<file path="config.mk">
export PLATFORM = sky130hd
export DESIGN_NAME = display_arbiter
export DESIGN_NICKNAME = d
export VERILOG_FILES = /design/src/rtl/display_arbiter.sv
export SDC_FILE = /design/constraint.sdc
export NUM_CORES = 1
export LEC_CHECK = 0
export CAP_MARGIN = 30
export CORE_MARGIN = 2
export CORE_UTILIZATION = 60
export CTS_BUF_LIST = sky130_fd_sc_hd__clkbuf_8
export DETAILED_ROUTE_END_ITERATION = 16
export DONT_BUFFER_PORTS = 1
export HOLD_SLACK_MARGIN = 0.03
export MAX_ROUTING_LAYER = met4
export PLACE_DENSITY = 0.78
export SYNTH_ARGS = -nofsm -noshare
export SYNTH_HDL_FRONTEND = slang
export SYNTH_SLANG_ARGS = --single-unit
</file>
<file path="constraint.sdc">
create_clock -name clk -period 3.57 [get_ports clk]
set_input_delay 0.714 -clock clk [delete_from_list [all_inputs] [get_ports clk]]
set_output_delay 0.714 -clock clk [all_outputs]
set_load 0.05 [all_outputs]
</file>
<file path="src/rtl/display_arbiter.sv">
// rtl/display_arbiter.sv - four-service seven-segment display arbiter with digit scan and blink
//
// Purpose: grants the shared 4-digit display to one service at a time and shows
// idle_num when no service owns it. A one-cycle blank GAP separates every change
// of owner. The block scans one digit per slot and blanks masked digits during
// the off phase of the blink cycle.
//
// Ports:
//   clk        system clock
//   resetn     asynchronous reset, active-high despite the name
//   req[3:0]   service requests (bit3 = svc1, bit2 = svc2, bit1 = svc3, bit0 = svc4)
//   num_bus    BCD numbers, 16 bits per service, same bit ordering as req
//   blink_bus  per-digit blink masks, 4 bits per service, bit3 = leftmost digit
//   idle_num   BCD number shown while idle
//   grant      one-hot owner (registered), 0 in IDLE/GAP
//   an         one-hot digit enable (registered), an[3] = leftmost digit
//   seg        segments {g,f,e,d,c,b,a} (registered), active-high
module display_arbiter #(
  parameter int SCAN_DIV   = 1000,
  parameter int BLINK_HALF = 250
) (
  input  logic        clk,
  input  logic        resetn,
  input  logic [3:0]  req,
  input  logic [63:0] num_bus,
  input  logic [15:0] blink_bus,
  input  logic [15:0] idle_num,
  output logic [3:0]  grant,
  output logic [3:0]  an,
  output logic [6:0]  seg
);

  localparam int SW = (SCAN_DIV > 1) ? $clog2(SCAN_DIV) : 1;
  localparam int FW = (BLINK_HALF > 1) ? $clog2(BLINK_HALF) : 1;
  localparam logic [SW-1:0] SLOT_LAST  = SW'(SCAN_DIV - 1);
  localparam logic [FW-1:0] FRAME_LAST = FW'(BLINK_HALF - 1);

  typedef enum logic [1:0] {
    S_IDLE = 2'd0,
    S_GAP  = 2'd1,
    S_OWN  = 2'd2
  } state_t;

  state_t          r_state, w_state_nxt;
  logic [1:0]      r_owner, w_owner_nxt;   // req bit index: pending owner in GAP, owner in OWN
  logic            r_pend,  w_pend_nxt;    // GAP has a valid pending owner
  logic [SW-1:0]   r_slot,  w_slot_nxt;
  logic [1:0]      r_digit, w_digit_nxt;
  logic [FW-1:0]   r_frame, w_frame_nxt;
  logic            r_phase, w_phase_nxt;   // 1 = blink phase on (digits visible)
  logic [3:0]      r_grant, w_grant_nxt;
  logic [3:0]      r_an,    w_an_nxt;
  logic [6:0]      r_seg,   w_seg_nxt;
  logic            w_slot_wrap;
  logic            w_frame_adv;
  logic            w_enter_own;
  logic [15:0]     w_src;
  logic [3:0]      w_nib;

  // Service 4 (bit0) wins, then services 1, 2, 3.
  function automatic logic [1:0] f_pick(input logic [3:0] r);
    if (r[0])      return 2'd0;
    else if (r[3]) return 2'd3;
    else if (r[2]) return 2'd2;
    else           return 2'd1;
  endfunction

  function automatic logic [6:0] f_decode(input logic [3:0] v);
    case (v)
      4'd0:    return 7'b0111111;
      4'd1:    return 7'b0000110;
      4'd2:    return 7'b1011011;
      4'd3:    return 7'b1001111;
      4'd4:    return 7'b1100110;
      4'd5:    return 7'b1101101;
      4'd6:    return 7'b1111101;
      4'd7:    return 7'b0000111;
      4'd8:    return 7'b1111111;
      4'd9:    return 7'b1101111;
      default: return 7'b0000000;
    endcase
  endfunction

  // State register
  always_ff @(posedge clk or posedge resetn) begin
    if (resetn) begin
      r_state <= S_IDLE;
      r_owner <= 2'd0;
      r_pend  <= 1'b0;
    end else begin
      r_state <= w_state_nxt;
      r_owner <= w_owner_nxt;
      r_pend  <= w_pend_nxt;
    end
  end

  // Next-state logic
  always_comb begin
    w_state_nxt = r_state;
    w_owner_nxt = r_owner;
    w_pend_nxt  = r_pend;
    case (r_state)
      S_IDLE: begin
        if (|req) begin
          w_state_nxt = S_GAP;
          w_owner_nxt = f_pick(req);
          w_pend_nxt  = 1'b1;
        end
      end
      S_GAP: begin
        // The pending owner must still be requesting, otherwise fall back to idle.
        if (r_pend && req[r_owner]) begin
          w_state_nxt = S_OWN;
        end else begin
          w_state_nxt = S_IDLE;
          w_pend_nxt  = 1'b0;
        end
      end
      S_OWN: begin
        if (!req[r_owner]) begin
          // Release: next owner is the best remaining request, if any.
          w_state_nxt = S_GAP;
          w_owner_nxt = f_pick(req);
          w_pend_nxt  = |req;
        end else if (r_owner != 2'd0 && req[0]) begin
          // Only service 4 may preempt.
          w_state_nxt = S_GAP;
          w_owner_nxt = 2'd0;
          w_pend_nxt  = 1'b1;
        end
      end
      default: begin
        w_state_nxt = S_IDLE;
        w_pend_nxt  = 1'b0;
      end
    endcase
  end

  // Scan and blink counters
  always_comb begin
    w_slot_wrap = (r_slot == SLOT_LAST);
    w_slot_nxt  = w_slot_wrap ? '0 : r_slot + SW'(1);
    w_digit_nxt = w_slot_wrap ? r_digit - 2'd1 : r_digit;
    w_frame_adv = w_slot_wrap && (r_digit == 2'd0);
    w_enter_own = (w_state_nxt == S_OWN) && (r_state != S_OWN);
    w_frame_nxt = r_frame;
    w_phase_nxt = r_phase;
    if (w_enter_own) begin
      w_frame_nxt = '0;
      w_phase_nxt = 1'b1;
    end else if (w_frame_adv) begin
      if (r_frame == FRAME_LAST) begin
        w_frame_nxt = '0;
        w_phase_nxt = ~r_phase;
      end else begin
        w_frame_nxt = r_frame + FW'(1);
      end
    end
  end

  // Output logic: computed from next-state values so the registered outputs
  // always agree with the state and digit held in the same cycle.
  always_comb begin
    w_grant_nxt = 4'b0000;
    w_an_nxt    = 4'b0000;
    w_seg_nxt   = 7'b0000000;
    w_src       = idle_num;
    w_nib       = 4'h0;
    if (w_state_nxt == S_OWN) begin
      w_grant_nxt = 4'b0001 << w_owner_nxt;
      w_src       = num_bus[{w_owner_nxt, 4'b0000} +: 16];
    end
    if (w_state_nxt != S_GAP) begin
      w_nib     = w_src[{w_digit_nxt, 2'b00} +: 4];
      w_an_nxt  = 4'b0001 << w_digit_nxt;
      w_seg_nxt = f_decode(w_nib);
      if (w_state_nxt == S_OWN && !w_phase_nxt && blink_bus[{w_owner_nxt, w_digit_nxt}])
        w_seg_nxt = 7'b0000000;
    end
  end

  always_ff @(posedge clk or posedge resetn) begin
    if (resetn) begin
      r_slot  <= '0;
      r_digit <= 2'd3;
      r_frame <= '0;
      r_phase <= 1'b1;
      r_grant <= 4'b0000;
      r_an    <= 4'b1000;
      r_seg   <= 7'b0000000;
    end else begin
      r_slot  <= w_slot_nxt;
      r_digit <= w_digit_nxt;
      r_frame <= w_frame_nxt;
      r_phase <= w_phase_nxt;
      r_grant <= w_grant_nxt;
      r_an    <= w_an_nxt;
      r_seg   <= w_seg_nxt;
    end
  end

  assign grant = r_grant;
  assign an    = r_an;
  assign seg   = r_seg;

endmodule

</file>
---- Yosys cells after proc, flatten, opt, wreduce, memory -nomap -nowiden ----
Memories as Yosys holds them, arrays and structs flattened.
Cells that the tools add are included.
storage, ports and cells
  register bits after elaboration ......... 41
  bits in read-only memories .............. 112
  input port bits ......................... 102
  output and inout bits ................... 15
  memories kept ........................... 1
memories
  name             words  bits a word  read ports  clocked after Yosys merged registers in  wr ports  line  source
  (no name shown)  16     7            1           0                                        0         69    case (v)
operators by class
  add/subtract/negate cells ............... 3
  order comparisons ....................... 2
  equal/unequal tests ..................... 10
  shift-type cells ........................ 4
  mux-type cells .......................... 34
  bitwise operators ....................... 1
  reduce and logical (&&, ||, !) cells .... 13
operators by type and width
  cell                                                                   number
  64-bit by 7-bit indexed part select with 16-bit output                 1
  8-bit 2-to-1 mux                                                       3
  2-bit 2-to-1 mux                                                       11
  16-bit 2-to-1 mux                                                      1
  16-bit by 5-bit indexed part select with 4-bit output                  1
  7-bit 2-to-1 mux                                                       2
  10-bit by 1-bit adder with 10-bit output (second input constant)       1
  10-bit == test (second input constant)                                 1
  10-bit 2-to-1 mux                                                      1
  1-bit 2-to-1 mux                                                       9
  8-bit by 1-bit adder with 8-bit output (second input constant)         1
  8-bit == test (second input constant)                                  1
  4-bit 2-to-1 mux                                                       2
  1-bit by 2-bit << shifter with 4-bit output (first input constant)     2
  1-bit logical AND                                                      6
  2-bit inequality test (second input constant)                          3
  2-bit case mux with 3 select lines                                     1
  4-bit by 5-bit < comparator with 1-bit output (second input constant)  1
  1-bit binary-select mux with 4-bit select                              1
  2-bit == test (second input constant)                                  2
  2-bit zero test                                                        2
  2-bit case mux with 2 select lines                                     1
  2-bit nonzero test                                                     2
  4-bit OR reduction                                                     1
  10 further kinds                                                       10

---- Depth between registers and ports, before layout ----
Gate-level depths: netlist of the first run.
  word-level depth ........................ 13
  depth in mapped cells ................... 15

---- Least setup slack after synthesis of the first run ----
Ideal clock, no wire load.
  path type ............................... input to register
  start point ............................. input port req[2]
  end point ............................... register r_seg[6] (netlist: seg[6])
  data arrival time ....................... 3.799 ns
  data required time ...................... 3.475 ns
  slack ................................... -0.324 ns
  stages .................................. 13
  buffers on the path ..................... 2
  cell sequence ........................... or4_4 > or3_1 > o311a_2 > nand2_2 > buf_6 > buf_6 > mux4_2 > a22oi_1 > a31o_2 > inv_1 > ha_1 > or4_1 > o31ai_1
between the ends
  longest elaborated chain between the ends .. 13
  elaborated cells between the ends (all ways) .. 29
  classes of those cells .................. eq/ne (2); shift (2); mux (18); reduce/logical (6); memory (1)
RTL lines
  element                                                     line  source
  start: declaration                                          24    input logic [3:0] req,
  branches (longest 12 deep; another with memory 16 x 7 bit)  n/a
  7-bit 2-to-1 mux (*)                                        173   if (w_state_nxt != S_GAP) begin
  via w_seg_nxt[6]                                            53    logic [6:0] r_seg, w_seg_nxt;
  end signal: assignment                                      198   r_seg <= w_seg_nxt;
  end: declaration                                            53
Mark *: on every way through the listed nets, which the timed path passes. The select of a mux whose other input is x is not followed.
A chain may end at the register's enable or synchronous reset.

---- Worst setup path after layout of the first run ----
Same ends and word-level chain as after synthesis.

==> results of run 1 <==
==> worst max path at each step <==
stage	depth (start not counted)	slack (ns)	end
2_1_floorplan	13	-0.23	seg[6]
3_3_place_gp	10	-0.1	seg[6]
3_5_place_dp	11	-0.22	seg[6]
4_1_cts	10	0.02	seg[6]
5_1_grt	13	-0.05	seg[0]
6_report	11	0.07	seg[6]
==> layer usage <==
layer  GRT usage, %  vias up  part of all wire, %
met1           41.6     1509                   40
met2           52.0      181                   48
li1               -     1415                    -
met4           11.2        0                  2.3
met3           7.91       20                  9.7
met5              -        -                    0
==> kinds of logic (layout without fill, tap and decap cells) <==
group	Yosys count	count (layout)
AND/OR/NAND/NOR	124	124
AO/OA/AOI/OAI	106	106
flip-flops	41	41
buffers and inverters	32	68
multiplexers	30	30
XOR/XNOR	10	10
adder cells (fa/ha/maj)	9	9
==> cell type report <==
type / instances / area, sq um
Multi-Input combinational cell: 279 / 2160
Fill cell: 376 / 1400
Sequential cell: 41 / 1030
Timing Repair Buffer: 48 / 370
Tap cell: 70 / 87.6
Clock buffer: 5 / 68.8
Inverter: 12 / 47.5
Clock inverter: 3 / 38.8
==> what timing repair did <==
| action | in CTS | in global routing |
|---|---|---|
| setup endpoints to repair | 0 | 6 |
| buffers inserted | 0 | 8 |
| hold endpoints to repair | 0 | 0 |
| resized for setup | 0 | 16 |
==> registers in the layout, summed over array words and instances (netlist names) <==
| name | flops |
|---|---|
| grant | 4 |
| r_frame | 8 |
| an | 4 |
| r_digit | 2 |
| r_owner | 2 |
| r_pend | 1 |
| seg | 7 |
| r_slot | 10 |
| r_state | 2 |
| r_phase | 1 |
==> worst reg2reg max path: cells and delay by family, from the launching register on <==
kind | cells | cell delay (ns)
flops | 1 | 0.44
buf+inv | 3 | 0.46
compound gates | 6 | 1.45
simple gates | 2 | 0.69
fa+ha+maj | 2 | 0.36
==> synth_stat cells (2+ instances only) <==
| cell | count | area [sq um] |
|---|---|---|
| a21o_1 | 3 | 22.5 |
| or3_1 | 5 | 31.3 |
| a31o_2 | 4 | 35.0 |
| o22ai_1 | 6 | 37.5 |
| mux2_2 | 5 | 56.3 |
| o311ai_0 | 2 | 17.5 |
| o2bb2ai_1 | 2 | 17.5 |
| a211o_1 | 4 | 35.0 |
| a31oi_1 | 5 | 31.3 |
| buf_2 | 7 | 35.0 |
| inv_1 | 8 | 30.0 |
| nor4_1 | 4 | 25.0 |
| a2111oi_0 | 4 | 35.0 |
| and3_1 | 4 | 25.0 |
| and2_1 | 4 | 25.0 |
| o21ai_0 | 25 | 125 |
| nand2b_1 | 6 | 37.5 |
| nand2_2 | 2 | 12.5 |
| xor2_1 | 5 | 43.8 |
| nand4b_1 | 2 | 17.5 |
| nand3_1 | 20 | 100 |
| nor2_1 | 28 | 105 |
| nor2b_1 | 5 | 31.3 |
| nand2_1 | 23 | 86.3 |
| o22a_1 | 2 | 17.5 |
| a211oi_2 | 2 | 25.0 |
| a22o_1 | 5 | 43.8 |
| clkbuf_1 | 6 | 22.5 |
| mux2i_1 | 17 | 170 |
| a211oi_1 | 3 | 22.5 |
| dfstp_2 | 4 | 105 |
| o32ai_1 | 4 | 35.0 |
| mux4_2 | 7 | 158 |
| nor3_1 | 7 | 35.0 |
| a21oi_1 | 9 | 45.0 |
| inv_2 | 3 | 11.3 |
| xnor2_1 | 5 | 43.8 |
| a22oi_1 | 4 | 30.0 |
| dfrtp_1 | 37 | 926 |
| ha_1 | 9 | 113 |
| buf_6 | 6 | 67.6 |
| o31ai_1 | 2 | 15.0 |
| a311oi_1 | 4 | 35.0 |
| o21a_1 | 2 | 15.0 |
==> power by group <==
group          total [W]  internal [W]  switching (W)
Combinational    0.00151      0.000739       0.000774
Clock           0.000377      0.000205       0.000172
Sequential      0.000782      0.000542       0.000240
Total            0.00267       0.00149        0.00119
==> per-stage QoR <==
step                total power (W)  util (%)  setup WS, ns
global route                0.00282      73.1       -0.0543
global placement            0.00212      68.6       -0.0977
detailed placement          0.00217      68.7        -0.219
CTS                         0.00254      70.7        0.0227
floorplan                   0.00183         -        -0.229
finish                      0.00267      73.1        0.0658
==> cell usage in the layout, fill, tap and decap left out, drive strengths merged, types with 6 or more instances in the layout <==
cell / count
buf: 48
dfrtp: 37
nor2: 28
o21ai: 25
nand2: 25
nand3: 20
mux2i: 17
inv: 12
a21oi: 9
ha: 9
nor3: 8
mux4: 7
nand2b: 6
mux2: 6
o22ai: 6
or3: 6
nor4: 6
==> results.sh, run 1 <==
export IMPL_cts_sinks=41
export IMPL_postRouteAntennaNets=0
export IMPL_power_density_nw_per_um2=702
export IMPL_wl_microns=9680
export IMPL_required_ns=3.77
export IMPL_ir_drop_uv=557
export IMPL_cpMaxStageDelayCell="or4_4"
export IMPL_place_hpwl_microns=7500
export IMPL_hold_class="in -> async"
export IMPL_synth_seq_cells=41
export IMPL_maxSlewHeadroom_pct=40.4
export IMPL_hold_viol_final=0
export IMPL_rows=26
export IMPL_ff2ff_path_depth=13
export IMPL_synthAdderAreaFrac_pct=3.44
export IMPL_cts_hold_buf=0
export IMPL_track_usage_pct=32.9
export IMPL_fin_skew_ns=0.00566
export IMPL_fin_area_sq_um=3800
export IMPL_cp_slowest_stage_delay_ns=0.53
export IMPL_setup_tns_final_ns=0
export IMPL_fmax_ghz=0.285
export IMPL_maxCapViolCount=0
export IMPL_clkTransAtPathRegs_ns=0.08
export IMPL_portBuffers=0
export IMPL_leakage_nw=1.54
export IMPL_dr_first_iter_drc_count=245
export IMPL_via_per_inst=6.82
export IMPL_wl_per_cell_microns=21.1
export IMPL_yosys_warnings=0
export IMPL_timing_rr_start="r_slot[1]"
export IMPL_synth_xor_area_share_pct=2.67
export IMPL_cts_root_buf="clkbuf_8"
export IMPL_ys_flop_type="dfrtp_1"
export IMPL_avgSynthCellArea_sq_um=9.31
export IMPL_fin_crit_ns=3.50
export IMPL_synth_fp_nets=463
export IMPL_hold_slack_ns=0.488
export IMPL_critical_path_top_delay_family="simple AND/OR/NAND/NOR gates"
export IMPL_finalCritPeriodShare_pct=98.2
export IMPL_worst_slew_pin_slew_ns=0.894
export IMPL_dp_cells=442
export IMPL_layout_nets=498
export IMPL_cts_max_level=2
export IMPL_synth_edf_count=0
export IMPL_worstPathArrival_ns=3.70
export IMPL_crit_fanout=7
export IMPL_cts_buffer_depth=2
export IMPL_drcViolationCount=0
export IMPL_grt_start_max_net_pins=24
export IMPL_ys_types=75
export IMPL_clock_latency_ns=0.30
export IMPL_slew_viol_final=0
export IMPL_r2r_end="seg[6]"
export IMPL_via_count=3125
export IMPL_cts_tree="done"
export IMPL_crit_start="req[2]"
export IMPL_status="finished clean"
export IMPL_critPathBufInv=1
export IMPL_seq_area_frac_synth_pct=31.5
export IMPL_area_delta_synth_final_pct=16.1
export IMPL_synth_compound_area_share_pct=24.4
export IMPL_die_area_sq_um=6070
export IMPL_pin_count=117
export IMPL_instances_no_fill=458
export IMPL_die_w_microns=77.9
export IMPL_path_cells="or4_4 > or3_4 > o311a_4 > nand2_8 > mux4_2 > a22oi_1 > a31o_2 > inv_2 > ha_2 > or4_1 > o31ai_1"
export IMPL_r2r_slack_ns=0.09
export IMPL_async_reset_ff_share_pct=100
export IMPL_grt_overflow=0
export IMPL_initial_core_util_pct=63.0
export IMPL_crit_path_end_kind="flip-flop"
export IMPL_synth_top_family_by_area="compound AO/OA/AOI/OAI gates"
export IMPL_placed_area_sq_um=3570
export IMPL_drive_gt1_share_pct=27.3
export IMPL_crit_path_start_kind="input port"
export IMPL_yosys_area_share_simple_pct=20.5
export IMPL_netlist_instances=352
export IMPL_gp_congestion=0.983
export IMPL_syn_area_sq_um=3280
export IMPL_core_sq_um=5200
export IMPL_finalSetupViolations=0
export IMPL_first_pass_iters=5
export IMPL_worstSetupPathType="in -> reg"
export IMPL_numCtsBuffers=5
export IMPL_synth_mux_area_share_pct=12.2
export IMPL_die_h_microns=77.9
export IMPL_antenna_found_initial=0
export IMPL_num_antenna_cells=0
export IMPL_grt_pass1_wl_microns=15000
export IMPL_first_global_vias=2964
Note: power is estimated with default switching activity, not from simulation.
==> inputs of run 2 (changes only) <==
--- a/config.mk
+++ b/config.mk
@@ -6,14 +6,16 @@
 export NUM_CORES = 1
 export LEC_CHECK = 0
 export CAP_MARGIN = 30
+export CELL_PAD_IN_SITES_DETAIL_PLACEMENT = 0
+export CELL_PAD_IN_SITES_GLOBAL_PLACEMENT = 1
 export CORE_MARGIN = 2
-export CORE_UTILIZATION = 60
+export CORE_UTILIZATION = 44
 export CTS_BUF_LIST = sky130_fd_sc_hd__clkbuf_8
 export DETAILED_ROUTE_END_ITERATION = 16
 export DONT_BUFFER_PORTS = 1
 export HOLD_SLACK_MARGIN = 0.03
 export MAX_ROUTING_LAYER = met4
-export PLACE_DENSITY = 0.78
+export PLACE_DENSITY = 0.77
 export SYNTH_ARGS = -nofsm -noshare
 export SYNTH_HDL_FRONTEND = slang
 export SYNTH_SLANG_ARGS = --single-unit
==> run 2 against run 1 <==
- setup slack got worse by 0.0084 ns
- flip-flop and latch count did not move
- power is 0.85% lower
- register-to-register slack improved by 0.13 ns
- critical endpoint is now seg[3]
- fmax fell by 0.24%
==> results.sh, run 2 (synthesis results as in run 1) <==
export IMPL_num_antenna_cells=0
export IMPL_p_clk_share_pct=12.5
export IMPL_die_h_microns=90.3
export IMPL_critPathBufInv=2
export IMPL_power_density_nw_per_um2=691
export IMPL_area_delta_synth_final_pct=17.0
export IMPL_dr_first_iter_drc_count=209
export IMPL_p_sw_w=0.00117
export IMPL_pwr_share_seq_pct=29.2
export IMPL_cp_slowest_stage_delay_ns=0.52
export IMPL_portBuffers=0
export IMPL_timing_rr_start="r_owner[0]"
export IMPL_hold_viol_final=0
export IMPL_place_ws_ns=-0.248
export IMPL_status="finished clean"
export IMPL_worstSetupPathType="in -> reg"
export IMPL_path_depth=12
export IMPL_leakage_nw=1.54
export IMPL_cts_max_level=2
export IMPL_crit_path_start_kind="input port"
export IMPL_p_comb_share_pct=58.4
export IMPL_core_sq_um=7210
export IMPL_crit_start="req[2]"
export IMPL_internal_power_w=0.00148
export IMPL_worst_slew_pin_slew_ns=0.790
export IMPL_wl_microns=9400
export IMPL_place_hpwl_microns=7420
export IMPL_ff2ff_path_depth=12
export IMPL_postRouteAntennaNets=0
export IMPL_r2r_end="seg[3]"
export IMPL_track_usage_pct=22.7
export IMPL_worst_slack_ns=0.0574
export IMPL_layout_nets=498
export IMPL_cts_sinks=41
export IMPL_largest_register_ff_count=10
export IMPL_gp_congestion=0.891
export IMPL_clkTransAtPathRegs_ns=0.08
export IMPL_initial_core_util_pct=45.4
export IMPL_clock_latency_ns=0.29
export IMPL_numCtsBuffers=5
export IMPL_top_register="r_slot"
export IMPL_fin_area_sq_um=3830
export IMPL_drcViolationCount=0
export IMPL_antenna_found_initial=0
export IMPL_via_per_inst=6.18
export IMPL_switching_share_pct=44.0
export IMPL_grt_overflow=0
export IMPL_placed_area_sq_um=3630
export IMPL_finalSetupViolations=0
export IMPL_hold_class="in -> async"
export IMPL_r2r_slack_ns=0.22
export IMPL_final_cell_mix="45 x buf_4, 37 x dfrtp_1, 28 x nor2_1"
export IMPL_cpMaxStageDelayCell="or4_4"
export IMPL_crit_path_end_kind="flip-flop"
export IMPL_required_ns=3.77
export IMPL_critical_path_top_delay_family="simple AND/OR/NAND/NOR gates"
export IMPL_first_pass_iters=4
export IMPL_grt_start_max_net_pins=42
export IMPL_finalCritPeriodShare_pct=98.4
export IMPL_layout_cells_most_common="buf_4"
export IMPL_via_count=3011
export IMPL_maxSlewHeadroom_pct=46.6
export IMPL_maxCapViolCount=0
export IMPL_fin_skew_ns=0.00624
export IMPL_fmax_ghz=0.285
export IMPL_die_area_sq_um=8150
export IMPL_cts_tree="done"
export IMPL_die_w_microns=90.3
export IMPL_path_cells="or4_4 > or3_4 > o311a_4 > buf_4 > a21boi_2 > a2111oi_0 > a221o_1 > nor4_4 > inv_1 > ha_2 > mux2_2 > a211oi_2"
export IMPL_first_global_vias=2928
export IMPL_worstPathArrival_ns=3.72
export IMPL_drive_gt1_share_pct=26.5
export IMPL_slew_viol_final=0
export IMPL_hold_slack_ns=0.450
export IMPL_pin_count=117
export IMPL_ir_drop_uv=340
export IMPL_cts_root_buf="clkbuf_8"
export IMPL_grt_pass1_wl_microns=14700
export IMPL_cts_hold_buf=0
export IMPL_fin_crit_ns=3.51
export IMPL_crit_fanout=12
export IMPL_instances_no_fill=487
export IMPL_dp_cells=474
export IMPL_wl_per_cell_microns=19.3
export IMPL_rows=31
export IMPL_cts_buffer_depth=2
run 2: cell types whose count changed in the layout (fill, tap and decap cells not counted), moves of 2 or more:
cell	previous run	this run
a21boi_2	0	2
ha_4	2	0
buf_12	1	3
a21boi_1	2	0
clkbuf_8	5	7
run 2: metrics by stage:
step / total power [W] / setup TNS [ns] / util, %
floorplan: 0.00183 / -0.796 / -
global placement: 0.00217 / -0.822 / 50.4
detailed placement: 0.00220 / -1.33 / 50.4
CTS: 0.00254 / 0 / 51.8
global route: 0.00282 / -0.0261 / 53.2
finish: 0.00265 / 0 / 53.2
run 2: timing repair:
action | CTS | global route
gates resized for setup | 0 | 8
buffers inserted | 0 | 5
setup endpoints to repair | 0 | 6
run 2: cell type report:
type                            count  area (sq um)
Inverter                           12          45.0
Multi-Input combinational cell    279          2140
Sequential cell                    41          1030
Fill cell                         699          3380
Tap cell                           99           124
Timing Repair Buffer               48           398
Clock buffer                        7          96.3
Clock inverter                      1          5.00
run 2: routing by layer:
layer | up-vias | wire (microns) | GRT usage [%] | part of all wire (%)
met5 | - | 0 | - | 0
li1 | 1409 | - | - | -
met4 | 0 | 95 | 4.62 | 1.0
met3 | 7 | 591 | 2.92 | 6.3
met1 | 1471 | 4160 | 31.3 | 44
met2 | 124 | 4550 | 36.3 | 48
run 2: how the worst max path moves through the flow:
| stage | endpoint | slack, ns |
|---|---|---|
| finish | seg[3] | 0.06 |
| floorplan | seg[6] | -0.23 |
| global placement | seg[3] | -0.18 |
| CTS | seg[6] | 0.06 |
| detailed placement | seg[6] | -0.25 |
| global route | seg[0] | -0.02 |
run 2: worst register-to-register path: cells and delay by family, from the launching register on:
family | cells | cell delay, ns
flip-flops | 1 | 0.52
buffers and inverters | 2 | 0.26
adder cells (fa/ha/maj) | 1 | 0.21
multiplexers | 3 | 0.78
AO/OA/AOI/OAI | 3 | 0.69
AND/OR/NAND/NOR | 3 | 0.82
run 2: power groups by stage:
stage	Clock [W]	Sequential, W	Combinational (W)
floorplan	0	0.000737	0.00109
global placement	0	0.000782	0.00139
detailed placement	0	0.000783	0.00142
CTS	0.000344	0.000773	0.00142
global route	0.000363	0.000782	0.00168
finish	0.000330	0.000772	0.00155
